**config.mk**
```make
export PLATFORM = sky130hd
export DESIGN_NAME = multicycle_controller_flat
export DESIGN_NICKNAME = d
export VERILOG_FILES = /design/src/rtl/multicycle_controller_if.sv /design/src/rtl/multicycle_controller.sv /design/src/flat_wrapper.sv
export SDC_FILE = /design/constraint.sdc
export NUM_CORES = 1
export LEC_CHECK = 0
export ABC_CLOCK_PERIOD_IN_PS = 5100
export CORE_AREA = 5 5 194 196
export CTS_CLUSTER_SIZE = 40
export DETAILED_ROUTE_END_ITERATION = 16
export DIE_AREA = 0 0 199 201
export GPL_TIMING_DRIVEN = 0
export PLACE_DENSITY_LB_ADDON = 0.08
export SYNTH_ARGS = -nofsm -noshare
export SYNTH_HDL_FRONTEND = slang
export SYNTH_SLANG_ARGS = --single-unit
export TNS_END_PERCENT = 30
```
**constraint.sdc**
```tcl
create_clock -name clk -period 5.1 [get_ports clk]
set_input_delay 0.765 -clock clk [delete_from_list [all_inputs] [get_ports clk]]
set_output_delay 0.765 -clock clk [all_outputs]
set_load 0.05 [all_outputs]
```
**src/rtl/multicycle_controller_if.sv**
```systemverilog
// Memory bus between the multicycle controller (master) and its memory (slave).
interface multicycle_controller_if;
   logic        mem_req;
   logic        mem_we;
   logic [31:0] mem_addr;
   logic [3:0]  mem_be;
   logic [31:0] mem_wdata;
   logic        mem_ready;
   logic [31:0] mem_rdata;

   modport master (
      output mem_req, mem_we, mem_addr, mem_be, mem_wdata,
      input  mem_ready, mem_rdata
   );

   modport slave (
      input  mem_req, mem_we, mem_addr, mem_be, mem_wdata,
      output mem_ready, mem_rdata
   );
endinterface

```
**src/rtl/multicycle_controller.sv**
```systemverilog
// Multicycle instruction-sequencing controller: fetch, decode, data access and
// trap entry over a single shared memory bus with a wait-state timeout.
module multicycle_controller #(
   parameter logic [31:0] RESET_PC = 32'h0000_0000,
   parameter int unsigned TIMEOUT  = 16,
   parameter int unsigned CNT_W    = 64
) (
   input  logic                    clk,
   input  logic                    rst_n,
   multicycle_controller_if.master mem,
   output logic [31:0]             pc,
   output logic [31:0]             ir,
   output logic                    dec_valid,
   input  logic                    dp_illegal,
   input  logic                    dp_ecall,
   input  logic                    dp_mret,
   input  logic                    dp_load,
   input  logic                    dp_store,
   input  logic                    dp_unsigned,
   input  logic [1:0]              dp_size,
   input  logic [31:0]             dp_addr,
   input  logic [31:0]             dp_wdata,
   input  logic [31:0]             dp_pc_next,
   input  logic [31:0]             csr_mtvec,
   input  logic [31:0]             csr_mepc,
   output logic                    rd_we,
   output logic [31:0]             rd_wd,
   output logic                    trap_we,
   output logic [31:0]             trap_cause,
   output logic [31:0]             trap_epc,
   output logic                    retire,
   output logic [CNT_W-1:0]        instret
);

   typedef enum logic [1:0] {FETCH, DECODE, MEM, TRAP} state_t;

   localparam logic [7:0] WAIT_LAST = 8'(TIMEOUT - 1);

   state_t           state_q, state_d;
   logic [31:0]      pc_q, pc_d;
   logic [31:0]      ir_q, ir_d;
   logic [7:0]       wait_q, wait_d;
   logic [CNT_W-1:0] instret_q, instret_d;
   logic             mem_req_q, mem_req_d;
   logic             mem_we_q, mem_we_d;
   logic [31:0]      mem_addr_q, mem_addr_d;
   logic [3:0]       mem_be_q, mem_be_d;
   logic [31:0]      mem_wdata_q, mem_wdata_d;
   logic             dec_valid_q, dec_valid_d;
   logic             rd_we_q, rd_we_d;
   logic [31:0]      rd_wd_q, rd_wd_d;
   logic             trap_we_q, trap_we_d;
   logic [31:0]      trap_cause_q, trap_cause_d;
   logic [31:0]      trap_epc_q, trap_epc_d;
   logic             retire_q, retire_d;

   logic [1:0]       ofs;
   logic             misaligned;
   logic [3:0]       be_sel;
   logic [31:0]      wdata_sh;
   logic [15:0]      lane;
   logic [31:0]      load_ext;

   logic             launch;
   logic [31:0]      launch_pc;
   logic             do_retire;
   logic             trap_go;
   logic [31:0]      trap_code;

   // Byte-lane steering and load extension derived from the effective address
   always_comb begin
      ofs        = dp_addr[1:0];
      misaligned = ((dp_size == 2'd1) && ofs[0]) || (dp_size[1] && (ofs != 2'd0));
      case (dp_size)
         2'd0:    be_sel = 4'b0001 << ofs;
         2'd1:    be_sel = 4'b0011 << ofs;
         default: be_sel = 4'b1111;
      endcase
      wdata_sh = dp_wdata << {ofs, 3'b000};
      lane     = 16'(mem.mem_rdata >> {ofs, 3'b000});
      case (dp_size)
         2'd0:    load_ext = dp_unsigned ? {24'h0, lane[7:0]} : {{24{lane[7]}}, lane[7:0]};
         2'd1:    load_ext = dp_unsigned ? {16'h0, lane} : {{16{lane[15]}}, lane};
         default: load_ext = mem.mem_rdata;
      endcase
   end

   // Next-state and next-output computation for the sequencing FSM
   always_comb begin
      state_d      = state_q;
      pc_d         = pc_q;
      ir_d         = ir_q;
      wait_d       = wait_q;
      instret_d    = instret_q;
      mem_req_d    = mem_req_q;
      mem_we_d     = mem_we_q;
      mem_addr_d   = mem_addr_q;
      mem_be_d     = mem_be_q;
      mem_wdata_d  = mem_wdata_q;
      rd_wd_d      = rd_wd_q;
      trap_cause_d = trap_cause_q;
      trap_epc_d   = trap_epc_q;
      dec_valid_d  = 1'b0;
      rd_we_d      = 1'b0;
      trap_we_d    = 1'b0;
      retire_d     = 1'b0;
      launch       = 1'b0;
      launch_pc    = pc_q;
      do_retire    = 1'b0;
      trap_go      = 1'b0;
      trap_code    = '0;

      case (state_q)
         FETCH: begin
            if (!mem_req_q) begin
               // Only reached straight out of reset; later fetches are launched directly
               mem_req_d   = 1'b1;
               mem_we_d    = 1'b0;
               mem_addr_d  = pc_q;
               mem_be_d    = '1;
               mem_wdata_d = '0;
               wait_d      = '0;
            end else if (mem.mem_ready) begin
               mem_req_d   = 1'b0;
               ir_d        = mem.mem_rdata;
               wait_d      = '0;
               dec_valid_d = 1'b1;
               state_d     = DECODE;
            end else if (wait_q == WAIT_LAST) begin
               trap_go   = 1'b1;
               trap_code = 32'd1;
            end else begin
               wait_d = wait_q + 8'd1;
            end
         end

         DECODE: begin
            if (dp_illegal) begin
               trap_go   = 1'b1;
               trap_code = 32'd2;
            end else if (dp_ecall) begin
               trap_go   = 1'b1;
               trap_code = 32'd11;
            end else if ((dp_load || dp_store) && misaligned) begin
               trap_go   = 1'b1;
               trap_code = dp_load ? 32'd4 : 32'd6;
            end else if (dp_mret) begin
               do_retire = 1'b1;
               launch    = 1'b1;
               launch_pc = csr_mepc;
            end else if (dp_load || dp_store) begin
               mem_req_d   = 1'b1;
               mem_we_d    = !dp_load;
               mem_addr_d  = {dp_addr[31:2], 2'b00};
               mem_be_d    = be_sel;
               mem_wdata_d = wdata_sh;
               wait_d      = '0;
               state_d     = MEM;
            end else begin
               do_retire = 1'b1;
               launch    = 1'b1;
               launch_pc = dp_pc_next;
            end
         end

         MEM: begin
            if (mem.mem_ready) begin
               if (dp_load) begin
                  rd_we_d = 1'b1;
                  rd_wd_d = load_ext;
               end
               do_retire = 1'b1;
               launch    = 1'b1;
               launch_pc = dp_pc_next;
            end else if (wait_q == WAIT_LAST) begin
               trap_go   = 1'b1;
               trap_code = dp_load ? 32'd5 : 32'd7;
            end else begin
               wait_d = wait_q + 8'd1;
            end
         end

         TRAP: begin
            launch    = 1'b1;
            launch_pc = csr_mtvec;
         end

         default: state_d = FETCH;
      endcase

      if (do_retire) begin
         retire_d  = 1'b1;
         instret_d = instret_q + CNT_W'(1);
      end

      // The next fetch request is issued on the same edge that leaves the
      // previous instruction, so no idle bus cycle separates instructions
      if (launch) begin
         pc_d        = launch_pc;
         mem_req_d   = 1'b1;
         mem_we_d    = 1'b0;
         mem_addr_d  = launch_pc;
         mem_be_d    = '1;
         mem_wdata_d = '0;
         wait_d      = '0;
         state_d     = FETCH;
      end

      if (trap_go) begin
         mem_req_d    = 1'b0;
         mem_we_d     = 1'b0;
         wait_d       = '0;
         trap_we_d    = 1'b1;
         trap_cause_d = trap_code;
         trap_epc_d   = pc_q;
         state_d      = TRAP;
      end
   end

   // State and registered outputs; reset forces an idle fetch at RESET_PC
   always_ff @(posedge clk or negedge rst_n) begin
      if (!rst_n) begin
         state_q      <= FETCH;
         pc_q         <= RESET_PC;
         ir_q         <= '0;
         wait_q       <= '0;
         instret_q    <= '0;
         mem_req_q    <= 1'b0;
         mem_we_q     <= 1'b0;
         mem_addr_q   <= '0;
         mem_be_q     <= '0;
         mem_wdata_q  <= '0;
         dec_valid_q  <= 1'b0;
         rd_we_q      <= 1'b0;
         rd_wd_q      <= '0;
         trap_we_q    <= 1'b0;
         trap_cause_q <= '0;
         trap_epc_q   <= '0;
         retire_q     <= 1'b0;
      end else begin
         state_q      <= state_d;
         pc_q         <= pc_d;
         ir_q         <= ir_d;
         wait_q       <= wait_d;
         instret_q    <= instret_d;
         mem_req_q    <= mem_req_d;
         mem_we_q     <= mem_we_d;
         mem_addr_q   <= mem_addr_d;
         mem_be_q     <= mem_be_d;
         mem_wdata_q  <= mem_wdata_d;
         dec_valid_q  <= dec_valid_d;
         rd_we_q      <= rd_we_d;
         rd_wd_q      <= rd_wd_d;
         trap_we_q    <= trap_we_d;
         trap_cause_q <= trap_cause_d;
         trap_epc_q   <= trap_epc_d;
         retire_q     <= retire_d;
      end
   end

   assign mem.mem_req   = mem_req_q;
   assign mem.mem_we    = mem_we_q;
   assign mem.mem_addr  = mem_addr_q;
   assign mem.mem_be    = mem_be_q;
   assign mem.mem_wdata = mem_wdata_q;
   assign pc            = pc_q;
   assign ir            = ir_q;
   assign dec_valid     = dec_valid_q;
   assign rd_we         = rd_we_q;
   assign rd_wd         = rd_wd_q;
   assign trap_we       = trap_we_q;
   assign trap_cause    = trap_cause_q;
   assign trap_epc      = trap_epc_q;
   assign retire        = retire_q;
   assign instret       = instret_q;

endmodule

```
**src/flat_wrapper.sv**
```systemverilog
// flat-port wrapper written by rule: the top's interface ports become plain ports
module multicycle_controller_flat 
#(
   parameter logic [31:0] RESET_PC = 32'h0000_0000,
   parameter int unsigned TIMEOUT  = 16,
   parameter int unsigned CNT_W    = 64
)
  (clk, rst_n, pc, ir, dec_valid, dp_illegal, dp_ecall, dp_mret, dp_load, dp_store, dp_unsigned, dp_size, dp_addr, dp_wdata, dp_pc_next, csr_mtvec, csr_mepc, rd_we, rd_wd, trap_we, trap_cause, trap_epc, retire, instret, mem_mem_req, mem_mem_we, mem_mem_addr, mem_mem_be, mem_mem_wdata, mem_mem_ready, mem_mem_rdata);
  multicycle_controller_if mem_i ();
  input  logic clk;
  input  logic rst_n;
  output logic [31:0] pc;
  output logic [31:0] ir;
  output logic dec_valid;
  input  logic dp_illegal;
  input  logic dp_ecall;
  input  logic dp_mret;
  input  logic dp_load;
  input  logic dp_store;
  input  logic dp_unsigned;
  input  logic [1:0] dp_size;
  input  logic [31:0] dp_addr;
  input  logic [31:0] dp_wdata;
  input  logic [31:0] dp_pc_next;
  input  logic [31:0] csr_mtvec;
  input  logic [31:0] csr_mepc;
  output logic rd_we;
  output logic [31:0] rd_wd;
  output logic trap_we;
  output logic [31:0] trap_cause;
  output logic [31:0] trap_epc;
  output logic retire;
  output logic [CNT_W-1:0] instret;
  output wire logic [$bits(mem_i.mem_req)-1:0] mem_mem_req;
  output wire logic [$bits(mem_i.mem_we)-1:0] mem_mem_we;
  output wire logic [$bits(mem_i.mem_addr)-1:0] mem_mem_addr;
  output wire logic [$bits(mem_i.mem_be)-1:0] mem_mem_be;
  output wire logic [$bits(mem_i.mem_wdata)-1:0] mem_mem_wdata;
  input wire logic [$bits(mem_i.mem_ready)-1:0] mem_mem_ready;
  input wire logic [$bits(mem_i.mem_rdata)-1:0] mem_mem_rdata;
  assign mem_mem_req = mem_i.mem_req;
  assign mem_mem_we = mem_i.mem_we;
  assign mem_mem_addr = mem_i.mem_addr;
  assign mem_mem_be = mem_i.mem_be;
  assign mem_mem_wdata = mem_i.mem_wdata;
  assign mem_i.mem_ready = mem_mem_ready;
  assign mem_i.mem_rdata = mem_mem_rdata;
  multicycle_controller #(.RESET_PC(RESET_PC), .TIMEOUT(TIMEOUT), .CNT_W(CNT_W)) u_core (.clk(clk), .rst_n(rst_n), .mem(mem_i), .pc(pc), .ir(ir), .dec_valid(dec_valid), .dp_illegal(dp_illegal), .dp_ecall(dp_ecall), .dp_mret(dp_mret), .dp_load(dp_load), .dp_store(dp_store), .dp_unsigned(dp_unsigned), .dp_size(dp_size), .dp_addr(dp_addr), .dp_wdata(dp_wdata), .dp_pc_next(dp_pc_next), .csr_mtvec(csr_mtvec), .csr_mepc(csr_mepc), .rd_we(rd_we), .rd_wd(rd_wd), .trap_we(trap_we), .trap_cause(trap_cause), .trap_epc(trap_epc), .retire(retire), .instret(instret));
endmodule
```
Yosys cells after proc, flatten, opt, wreduce, memory -nomap -nowiden
Cells that the tools add are included.
{"block": "op_classes", "shift": 4, "muxes": 109, "eq_ne": 20, "n_reduce_logical": 19, "add_sub_neg": 2}
{"operator": "2-to-1 mux 32 bit", "n": 29}
{"operator": "one-hot mux 32 bit (2 select lines)", "n": 3}
{"operator": "one-hot mux 32 bit (3 select lines)", "n": 2}
{"operator": "2-to-1 mux 8 bit", "n": 11}
{"operator": "adder 64 x 1 -> 64 bit (second input constant)", "n": 1}
{"operator": "2-to-1 mux 1 bit", "n": 37}
{"operator": "<< shifter 32 x 5 -> 32 bit", "n": 1}
{"operator": ">> shifter 32 x 5 -> 16 bit", "n": 1}
{"operator": "2-to-1 mux 4 bit", "n": 7}
{"operator": "inequality test 4 x 2 -> 1 bit (second input constant)", "n": 6}
{"operator": "one-hot mux 8 bit (3 select lines)", "n": 1}
{"operator": "2-to-1 mux 2 bit", "n": 11}
{"operator": "AND reduction 7 bit", "n": 3}
{"operator": "one-hot mux 4 bit (2 select lines)", "n": 2}
{"operator": "inequality test 3 x 2 -> 1 bit (second input constant)", "n": 4}
{"operator": "adder 8 x 1 -> 8 bit (second input constant)", "n": 1}
{"operator": "== test 8 x 4 -> 1 bit (second input constant)", "n": 1}
{"operator": "inequality test 4 x 1 -> 1 bit (second input constant)", "n": 2}
{"operator": "AND reduction 8 bit", "n": 1}
{"operator": "one-hot mux 1 bit (2 select lines)", "n": 3}
{"operator": "one-hot mux 1 bit (3 select lines)", "n": 2}
{"operator": "AND reduction 3 bit", "n": 2}
{"operator": "AND reduction 6 bit", "n": 1}
{"operator": "nonzero test 5 bit", "n": 1}
{"operator": "15 further kinds", "n": 21}
{"block": "word_totals", "inputBits": 203, "elab_cells": 171, "output_inout_bits": 298, "ff_bits": 308}

Depth between registers and ports, before layout
{"block": "depth", "word_depth": 10, "mapped_depth": 11, "mapped_depth_nobuf": 8}

Worst setup path before layout
OpenSTA, ideal clock, no wires.
{"block": "synth_path", "kind": "input to register", "startpoint": "input dp_addr[0]", "endpoint": "register u_core.rd_wd_q[22] (netlist: u_core.rd_wd[22])", "setup_slack_ns": 2.547, "required_time_ns": 4.963, "n_path_buf": 3, "cell_stages": 8, "arrival_ns": 2.416, "setup_time_ns": 0.137, "path_cell_list": "buf_2 > buf_2 > mux4_2 > nor2b_1 > a21o_1 > a21oi_1 > clkbuf_1 > a21oi_1"}
{"block": "synth_via", "elab_chain_len": 3, "elab_cells_between_ends": 4, "cone_classes": "shift: 1; mux: 3"}
{"element": "start, declared", "line": "flat_wrapper.sv:22", "rtl": "input logic [31:0] dp_addr;"}
{"element": ">> shifter 32 x 5 -> 16 bit *", "line": "multicycle_controller.sv:80", "rtl": "lane = 16'(mem.mem_rdata >> {ofs, 3'b000});"}
{"element": "2-to-1 mux 32 bit (on tied branches)", "line": "multicycle_controller.sv:83, multicycle_controller.sv:82"}
{"element": "one-hot mux 32 bit (2 select lines) *", "line": "multicycle_controller.sv:81", "rtl": "case (dp_size)"}
{"element": "end signal, assigned", "line": "multicycle_controller.sv:253", "rtl": "rd_wd_q <= rd_wd_d;"}
{"element": "end, declared", "line": "multicycle_controller.sv:51", "rtl": "logic [31:0] rd_wd_q, rd_wd_d;"}
Every way passes the cells marked *; elsewhere a longest branch is shown, timed or not.
A chain may end at the register's enable or synchronous reset.

Worst setup path in the final report
{"block": "layout_path", "startpoint": "input mem_mem_ready", "endpoint": "register u_core.ir_q[22] (netlist: u_core.ir[22])"}
{"block": "layout_via", "elab_chain_len": 1}
{"element": "start, declared", "line": "flat_wrapper.sv:39", "rtl": "input wire logic [$bits(mem_i.mem_ready)-1:0] mem_mem_ready;"}
{"element": "AND reduction 3 bit (no source line)"}
{"element": "end signal, assigned", "line": "multicycle_controller.sv:243", "rtl": "ir_q <= ir_d;"}
{"element": "end, declared", "line": "multicycle_controller.sv:41", "rtl": "logic [31:0] ir_q, ir_d;"}
No other way between the ends.

==> parameters.txt <==
Parameter                              Value

Status
  Result of the run ... completed

Global routing
  Antenna violations before repair ... 9
  Pin count of the biggest net entering global routing ... 103
  Wire length of the first global-routing pass ... 85900 um
  Number of global-route vias before repair ... 14131
  Sum of overflow across all layers after global routing ... 0
  Combined global-route utilization of all metal layers ... 27.1%

Floorplanning
  Total Die Area ... 40000 sq um
  Die width ... 199 um
  Floorplan Core Area ... 35900 sq um
  # IOs ... 501
  Effective utilization at floorplan ... 40.9%
  Std-Cell Rows ... 70
  Chip height ... 201 um

Synth
  Number of cells produced by synthesis ... 1495
  Number of enable flip-flop cells after synthesis ... 0
  Synth async-reset ratio ... 100%
  Average size of a mapped cell ... 9.82 sq um
  Synth Register Bits ... 280
  Yosys warnings ... 0
  Ys flop type ... dfrtp_1
  Library cells used by synthesis ... 71
  Mapped cell area ... 14700 sq um
  Sequential element share of the synthesized area ... 47.7%

Critical path
  Classification of the worst setup path ... primary input to register
  Startpoint class of the critical path ... primary input
  Largest fanout of any net on the critical path ... 10
  Startpoint of the lowest-slack register-to-register path ... u_core.state_q[0]$_DFFE_PN0P_
  Register-to-register setup slack ... 1910 ps
  Depth of the worst register-to-register path ... 8
  CP required ... 5470 ps
  Sort of element at the end of the critical path ... register
  Capturing point of the worst reg2reg path ... u_core.rd_wd[22]$_DFFE_PN0P_
  Arr. time, crit path ... 3720 ps

STA
  Hold Violations, Final ... 0
  Tmin final ... 3350 ps
  Fmax ... 299 MHz
  Worst slew margin ... 33.8%
  Final-report setup violation count ... 0
  Share of the clock period used by the worst path after layout ... 65.7%
  Smallest hold slack ... 255 ps
  Setup repair after global routing missed its margin ... no
  Max-slew violation total from the final report ... 0
  Pin slew with the least headroom to its limit ... 986 ps
  Summed negative setup slack over all endpoints ... 0 ps
  Worst clock skew ... 16.1 ps

Layout
  Number of fill cells in the layout ... 3205
  Synth-to-layout area growth ... 44.1%
  Multi-input gate area in the final layout ... 6940 sq um
  Layout cells sized above 1 ... 9.96%
  Most common library cell in the layout ignoring fill and taps ... clkdlybuf4s50_1
  Area of all sequential standard cells ... 7010 sq um
  Top library cells by usage in the layout, fill and taps aside ... 468 x clkdlybuf4s50_1, 280 x dfrtp_1, 180 x nand2_1
  NumNets Final ... 2240

Clock network
  Clock latency reported for the late side of the worst-skew pair ... 500 ps
  TritonCTS buffer count ... 34
  Maximum clock path buffer count ... 3
  CTS root buf ... clkbuf_16
  Level count of the clock H-tree ... 2
  Count of cells resized by post-cts repair ... 0
  Post-CTS Setup Repair Bufs ... 0
  TritonCTS clock tree ... yes
  CTS sink count ... 280
  Total of hold buffers inserted after clock tree synthesis ... 0
  Clock slew seen by the registers of the worst setup and hold paths ... 50 ps

Detailed routing
  Number of optimization iterations in the first detailed-route pass ... 7
  DRC violations left ... 0
  Count of nets left with antenna violations after detail routing ... 0
  Detailed Route WL ... 56000 um
  Via Count ... 13987
  Per-cell routed wire length ... 22.2 um
  First DRT Iteration DRCs ... 1144
  Detail-routed via count per cell ... 5.55

Place
  Final weighted congestion of routability-driven global placement ... 0.913
  Dpl hpwl ... 42600 um
  Count of port buffers added during placement ... 469

Pwr
  Worst voltage drop across the vdd grid ... 0.483 mV
  Post-layout total power ... 14.1 mW
  Total power divided by cell area ... 666 nW/um^2
  Leakage power ... 9.13 nW

Worst hold path
  Worst hold path class ... primary input to asynchronous set/reset pin

Flow run
  Max Cap Violations ... 0
## registers in the layout, indices dropped and copies added (netlist names)
signal and flops:
u_core.ir 32, u_core.retire 1, u_core.rd_wd 32, u_core.mem.mem_we 1
u_core.instret 64, u_core.state_q 2, u_core.pc 32, u_core.mem.mem_addr 32
u_core.dec_valid 1, u_core.mem.mem_wdata 32, u_core.rd_we 1, u_core.trap_cause 4
u_core.wait_q 8, u_core.mem.mem_req 1, u_core.trap_epc 32, u_core.mem.mem_be 4
u_core.trap_we 1
## cells by family after synthesis
| kind of cell | Yosys count | share of synthesized area [%] |
|---|---|---|
| AND/OR/NAND/NOR | 433 | 14.5 |
| multiplexers | 139 | 10.2 |
| buffers and inverters | 186 | 5.69 |
| AO/OA/AOI/OAI | 385 | 17.4 |
| adder cells (fa/ha/maj) | 8 | 0.682 |
| other | 1 | 0.0255 |
| XOR/XNOR | 63 | 3.76 |
| flip-flops | 280 | 47.7 |
## Yosys cell counts (4+ instances only)
library cell	n	area [sq um]
mux2i_1	61	611
buf_2	20	100
a31oi_1	8	50.1
o211ai_1	4	30.0
buf_4	30	225
nor4_2	10	125
nand2_1	180	676
o2bb2ai_1	9	78.8
a222oi_1	30	300
nand3b_1	9	67.6
ha_1	8	100
and2_1	5	31.3
nor2_1	90	338
buf_1	13	48.8
nand3_1	27	135
a41oi_1	5	43.8
and4_1	5	43.8
xnor2_1	17	149
a22oi_1	64	480
and3_1	13	81.3
dfrtp_1	280	7010
xor2_1	46	403
inv_1	50	188
nand2b_1	5	31.3
clkbuf_1	71	267
a21oi_1	112	561
o22ai_1	8	50.1
a22o_1	11	96.3
nor2b_1	12	75.1
nand4_1	14	87.6
mux2_2	77	867
nor4_1	11	68.8
o21ai_0	80	400
a211oi_1	17	128
nor3_1	32	160
o31ai_1	9	67.6
## worst max path at each step
stage | depth (start not counted) | start | end
2_1_floorplan | 8 | dp_addr[0] | u_core.rd_wd[22]$_DFFE_PN0P_
6_report | 6 | mem_mem_ready | u_core.ir[22]$_DFFE_PN0P_
4_1_cts | 6 | mem_mem_ready | u_core.ir[22]$_DFFE_PN0P_
5_1_grt | 7 | dp_addr[1] | u_core.mem.mem_addr[13]$_DFFE_PN0P_
3_5_place_dp | 6 | mem_mem_ready | u_core.ir[17]$_DFFE_PN0P_
3_3_place_gp | 1 | rst_n | u_core.instret[4]$_DFFE_PN0P_
## worst max-delay path, stage by stage
cell and delay (ps):
clkdlybuf4s50_1 620, buf_2 360, buf_1 530, nand3_1 600, clkbuf_1 460, mux2_2 370
## power breakdown
part	total (mW)	leakage (nW)	internal [mW]	switching (mW)
sequential	3.66	3.47	3.04	0.621
combinational	8.14	5.15	2.68	5.46
clock	2.28	0.505	1.36	0.923
## cell type report
type	count	area share, %
repair buffers	471	22.5
flip-flops and latches	280	33.1
clock buffers	48	4.56
inverters	52	0.922
clock inverters	7	0.313
well taps	468	2.77
multi-input cells	1056	32.8
diodes	3	0.0355
plain buffers	134	3.03
## per-layer routing
layer  track usage, %  wire, um
met1             35.7     22500
met2             43.0     26200
met5                0        84
met4             9.89      2020
met3             7.13      5180
## stage by stage
| step | std cells | area, sq um | utilization, % | setup WS [ps] |
|---|---|---|---|---|
| 2_1_floorplan | 1522 | 14800 | - | 2550 |
| 4_1_cts | 2516 | 21200 | 58.9 | 1830 |
| 3_3_place_gp | 2459 | 20100 | 55.9 | -9290 |
| 3_5_place_dp | 2461 | 20100 | 56.0 | 1310 |
| 5_1_grt | 2519 | 21200 | 58.9 | 1680 |
| 6_report | 2519 | 21200 | 58.9 | 1750 |
No activity file was read; power rests on OpenSTA's default activity.
